--- config.mk ---
export PLATFORM = sky130hd
export DESIGN_NAME = cache_line_xfer
export DESIGN_NICKNAME = d
export VERILOG_FILES = /design/src/rtl/cache_line_xfer.sv
export SDC_FILE = /design/constraint.sdc
export NUM_CORES = 1
export LEC_CHECK = 0
export BUFFER_PORTS_ARGS = -buffer_cell sky130_fd_sc_hd__buf_2
export CELL_PAD_IN_SITES_DETAIL_PLACEMENT = 0
export CELL_PAD_IN_SITES_GLOBAL_PLACEMENT = 1
export CORE_MARGIN = 3
export CORE_UTILIZATION = 37
export CTS_CLUSTER_DIAMETER = 80
export DETAILED_ROUTE_END_ITERATION = 10
export HOLD_SLACK_MARGIN = 0.1
export PLACE_DENSITY_LB_ADDON = 0.05
export RECOVER_POWER = 100
export SKIP_LAST_GASP = 1
export SYNTH_ARGS = -nofsm -noshare
export SYNTH_HDL_FRONTEND = slang
export SYNTH_SLANG_ARGS = --single-unit
--- constraint.sdc ---
create_clock -name clk -period 4.05 [get_ports clk]
set_input_delay 0.81 -clock clk [delete_from_list [all_inputs] [get_ports clk]]
set_output_delay 0.81 -clock clk [all_outputs]
set_load 0.01 [all_outputs]
--- src/rtl/cache_line_xfer.sv ---
// Cache line miss service engine: optional victim writeback, then line fill,
// one memory beat at a time, ending in a single-cycle done pulse.
module cache_line_xfer #(
  parameter int WAYS    = 2,
  parameter int TAG_W   = 9,
  parameter int SET_W   = 2,
  parameter int OFF_W   = 5,
  parameter int BEAT_LG = 3,
  localparam int ADDR_W = TAG_W + SET_W + OFF_W,
  localparam int BEATS  = 1 << (OFF_W - BEAT_LG),
  localparam int BEAT_W = (BEATS > 1) ? $clog2(BEATS) : 1,
  localparam int WAY_W  = $clog2(WAYS)
) (
  input  logic                  clk,
  input  logic                  reset,
  input  logic                  req_valid,
  output logic                  req_ready,
  input  logic [ADDR_W-1:0]     req_addr,
  input  logic                  req_dirty,
  input  logic [WAY_W-1:0]      victim_way,
  input  logic [WAYS*TAG_W-1:0] tags,
  output logic [ADDR_W-1:0]     pmem_address,
  output logic                  pmem_read,
  output logic                  pmem_write,
  input  logic                  pmem_resp,
  output logic [BEAT_W-1:0]     beat_idx,
  output logic                  fill_we,
  output logic                  done,
  output logic                  busy
);

  typedef enum logic [1:0] {IDLE, WB, FILL, DONE} state_t;

  state_t             state_reg;
  logic [SET_W-1:0]   set_reg;
  logic [TAG_W-1:0]   new_tag_reg;
  logic [TAG_W-1:0]   vtag_reg;
  logic [BEAT_W-1:0]  beat_reg;
  logic               last_beat;
  logic [OFF_W-1:0]   beat_off;
  logic [TAG_W-1:0]   line_tag;
  logic               unused_offset;

  // The requested byte offset is irrelevant: whole lines always move.
  assign unused_offset = ^req_addr[OFF_W-1:0];
  assign last_beat     = (beat_reg == BEAT_W'(BEATS - 1));

  always_ff @(posedge clk or posedge reset) begin
    if (reset) begin
      state_reg   <= IDLE;
      set_reg     <= '0;
      new_tag_reg <= '0;
      vtag_reg    <= '0;
      beat_reg    <= '0;
    end else begin
      case (state_reg)
        IDLE: begin
          if (req_valid) begin
            set_reg     <= req_addr[OFF_W +: SET_W];
            new_tag_reg <= req_addr[OFF_W+SET_W +: TAG_W];
            vtag_reg    <= tags[int'(victim_way)*TAG_W +: TAG_W];
            beat_reg    <= '0;
            state_reg   <= req_dirty ? WB : FILL;
          end
        end
        WB: begin
          if (pmem_resp) begin
            if (last_beat) begin
              beat_reg  <= '0;
              state_reg <= FILL;
            end else begin
              beat_reg  <= beat_reg + BEAT_W'(1);
            end
          end
        end
        FILL: begin
          if (pmem_resp) begin
            if (last_beat) begin
              beat_reg  <= '0;
              state_reg <= DONE;
            end else begin
              beat_reg  <= beat_reg + BEAT_W'(1);
            end
          end
        end
        default: state_reg <= IDLE;
      endcase
    end
  end

  // Outside a transfer the address rests on the base of the last latched line.
  assign line_tag     = (state_reg == WB) ? vtag_reg : new_tag_reg;
  assign beat_off     = OFF_W'(beat_reg) << BEAT_LG;
  assign pmem_address = {line_tag, set_reg,
                         ((state_reg == WB) || (state_reg == FILL)) ? beat_off : OFF_W'(0)};

  assign req_ready  = (state_reg == IDLE);
  assign busy       = (state_reg != IDLE);
  assign pmem_write = (state_reg == WB);
  assign pmem_read  = (state_reg == FILL);
  assign done       = (state_reg == DONE);
  assign fill_we    = (state_reg == FILL) && pmem_resp;
  assign beat_idx   = beat_reg;

endmodule

==> parameters.txt <==
Parameter                              Value

STA
  Max Clock Skew    2.03 ps
  Final max-slew violation count    0
  Final setup vio count    0
  Highest clock rate    375 MHz
  Slew at the pin closest to its max-slew limit    slightly below 1000 ps
  RSZ-0062 raised after global routing    false
  Number of endpoints with negative hold slack in the final report    0
  Accumulated negative setup slack    0 ps
  Slew margin rel.    35.4%
  Final worst path period need    2670 ps
  Post-route fraction of the period consumed by the critical path    65.8%
  Final worst setup slack    1380 ps

Floorplan
  I/O pins    64
  Starting density of the core    39.7%
  Die W    67.0 um
  Die footprint    ~4500 um^2
  Die extent in y    67.0 um
  Count of standard-cell rows    21
  Core box area    ~3500 um^2

CTS
  Hold_buf cts    0
  Clock net sink count    24
  Total CTS buffers    3
  TritonCTS clock tree    yes
  Post-CTS Setup Inserts    0
  Cell chosen for the clock root    sky130_fd_sc_hd__clkbuf_8
  Longest Clk Path Bufs    2
  Clock slew at the register clock pins of the worst setup and hold paths    80 ps
  H-tree lvl count    1
  Post-CTS Resized    0
  Clk_lat worst skew    260 ps

Route
  Vias per inst    4.53
  DRC viols    0
  Mean routed wirelength per cell    roughly 12 um
  Overall routed net length    approximately 2700 um
  Antenna-violating nets left    0
  Number of DRC markers after the initial detailed-route iteration    28
  Vias    984
  TritonRoute pass-1 iters    2

Yosys
  Synthesis-stage register bit count    24
  Yosys Warn Count    0
  Yosys top cell by area    sky130_fd_sc_hd__dfrtp_1
  Leading post-synthesis cells by cell area    sky130_fd_sc_hd__dfrtp_1 (44%), sky130_fd_sc_hd__mux2_4 (12%), sky130_fd_sc_hd__mux2_2 (8.2%)
  Mean instance size in the synthesized netlist    11.7 um^2
  Sequential cell area fraction in the yosys report    approximately 44%
  Most used DFF post-synth    sky130_fd_sc_hd__dfrtp_1
  Fraction of synthesized cell area taken by the top area cell type    between 40 and 50%
  Synthesized cell area    1380 um^2
  Top cells by count, synth    sky130_fd_sc_hd__dfrtp_1 (24), sky130_fd_sc_hd__nand2_1 (12), sky130_fd_sc_hd__mux2_4 (11)
  Most common cell in the synthesized netlist    sky130_fd_sc_hd__dfrtp_1
  Async set or reset register ratio after synthesis    100%
  Number of distinct library cells after synthesis    27
  EDFF count, synth    0
  Syn Inst Count    118

Critical path
  Element type at the critical path end    output port
  Required time worst endpoint    around 3200 ps
  Crit-path max FO    10
  Buffering stage count on the worst path with inverters included    2
  Category of the worst setup path launch point    flip-flop
  Classification of the worst setup path    reg2out
  Critical path arrival    1860 ps
  Kind of cell adding the most delay to the critical path    adder cells
  Largest stage delay on the critical path    490 ps
  Critical path depth    4
  CP max stage cell    sky130_fd_sc_hd__ha_1
  Cells along the critical path    inv_1, ha_1, mux2_2, clkbuf_1
  Cell depth of the worst flop-to-flop path    4

Hold path
  Hold depth    2
  Type of the worst min-delay path    reg2reg

Cells and area
  Final design area excluding fillers    1640 um^2
  Count of antenna diodes in the layout    0
  Final #Nets    219
  Fraction of final layout cells sized beyond drive strength 1    around 29%
  Synthesis-to-finish area growth    18.9%
  Non-filler cells in the finished layout    about 220

GRT
  Gr ovfl total    0
  Via count of the first global-routing pass    946
  Antenna violations before repair    0
  First-pass GRT wire length    4130 um
  Largest net degree at the start of global routing    30
  Global routing usage summed across all routing layers    12.3%

Power and ir drop
  Fraction of power spent switching nets    39.0%
  Overall power after layout    1.16 mW
  Power share of the sequential group    37.1%
  Pwr per Cell Area    just over 700 nW/um^2
  Clk pwr share    around 14%
  Leakage power figure    0.801 nW
  Worst vdd rail ir drop    approximately 0.33 mV
  Internal Power    between 0.7 and 0.8 mW
  Sw power    0.451 mW
  Combinational share of power    between 40 and 50%

Place
  Cell count after placement    213
  Worst slack at placement    roughly 1700 ps
  Cell area reported after detailed placement    1650 um^2
  Final HPWL DP    1970 um
  Port-buffer cells    between 50 and 60
  Final estimated routing congestion in global placement    0.809

Run status
  Outcome    completed

Flow run
  Max-cap violations    0
per-stage QoR:
step | hold slack (ps) | utilization [%]
final | 488 | 47.2
after global placement | 458 | 47.6
after CTS | 490 | 49.2
after global routing | 505 | 47.2
after floorplan | 444 | -
after detailed placement | 470 | 47.6
placed cells by master (no fill, tap or decap):
| cell type | instances |
|---|---|
| sky130_fd_sc_hd__a21o_1 | 1 |
| sky130_fd_sc_hd__a21oi_1 | 1 |
| sky130_fd_sc_hd__a31oi_1 | 2 |
| sky130_fd_sc_hd__and2_0 | 1 |
| sky130_fd_sc_hd__and2_1 | 2 |
| sky130_fd_sc_hd__buf_2 | 35 |
| sky130_fd_sc_hd__clkbuf_1 | 20 |
| sky130_fd_sc_hd__clkbuf_8 | 4 |
| sky130_fd_sc_hd__conb_1 | 3 |
| sky130_fd_sc_hd__dfrtp_1 | 24 |
| sky130_fd_sc_hd__ha_1 | 7 |
| sky130_fd_sc_hd__inv_1 | 5 |
| sky130_fd_sc_hd__mux2_1 | 11 |
| sky130_fd_sc_hd__mux2_2 | 10 |
| sky130_fd_sc_hd__mux2i_1 | 10 |
| sky130_fd_sc_hd__nand2_1 | 13 |
| sky130_fd_sc_hd__nand2b_1 | 2 |
| sky130_fd_sc_hd__nand3_1 | 1 |
| sky130_fd_sc_hd__nand3b_1 | 1 |
| sky130_fd_sc_hd__nand4_1 | 1 |
| sky130_fd_sc_hd__nor2_1 | 1 |
| sky130_fd_sc_hd__nor2b_1 | 2 |
| sky130_fd_sc_hd__o21ai_0 | 10 |
| sky130_fd_sc_hd__o21ai_1 | 1 |
| sky130_fd_sc_hd__o21bai_1 | 2 |
| sky130_fd_sc_hd__o2bb2ai_1 | 1 |
area by class of cell:
type                            instances  area, um^2
Clock buffer                            4        55.1
Timing Repair Buffer                   55         250
Inverter                                5        18.8
Sequential cell                        24         601
Tap cell                               46        57.6
Fill cell                             372        1830
Multi-Input combinational cell         83         654
power by group through the flow:
stage,Clock (mW),Sequential [mW],Combinational [mW]
2_1_floorplan,0,0.426,0.493
3_3_place_gp,0,0.430,0.664
3_5_place_dp,0,0.438,0.664
4_1_cts,0.166,0.433,0.671
5_1_grt,0.178,0.447,0.643
6_report,0.159,0.430,0.569
path summary, 6_finish.rpt:
| path | start | endpoint | slack [ps] |
|---|---|---|---|
| min in group asynchronous | reset | vtag_reg[7] | 730 |
| worst max register to register | state_reg[0] | new_tag_reg[2] | 1830 |
| worst min-delay path | vtag_reg[1] | vtag_reg[1] | 490 |
| worst min register to register | vtag_reg[1] | vtag_reg[1] | 490 |
| max in group asynchronous | reset | state_reg[1] | 2780 |
| worst max-delay path | state_reg[1] | pmem_address[15] | 1380 |
worst min-delay path: cells and delay by family, from the launching register on:
kind             cells  cell delay (ps)
flip-flops           1              350
AO/OA/AOI/OAI        1               60
AND/OR/NAND/NOR      1               40
routing by layer:
| layer | share of wire, % | global-route usage (%) | up-vias |
|---|---|---|---|
| li1 | - | - | 505 |
| met3 | 8.4 | 3.04 | 2 |
| met2 | 45 | 19.9 | 35 |
| met5 | 0 | 0 | - |
| met1 | 46 | 15.5 | 442 |
| met4 | 0.79 | 5.32 | 0 |
cells by family (layout without fill, tap and decap cells):
family          count (synthesis)  in the layout  synth area share [%]
mux                            31             31                  27.5
flops                          24             24                  43.6
simple gates                   24             24                  8.55
compound gates                 18             18                  7.54
buf+inv                        13             64                  6.18
fa+ha+maj                       7              7                  6.36
other cells                     1              3                 0.272
Power figures use the tool's default switching activity.
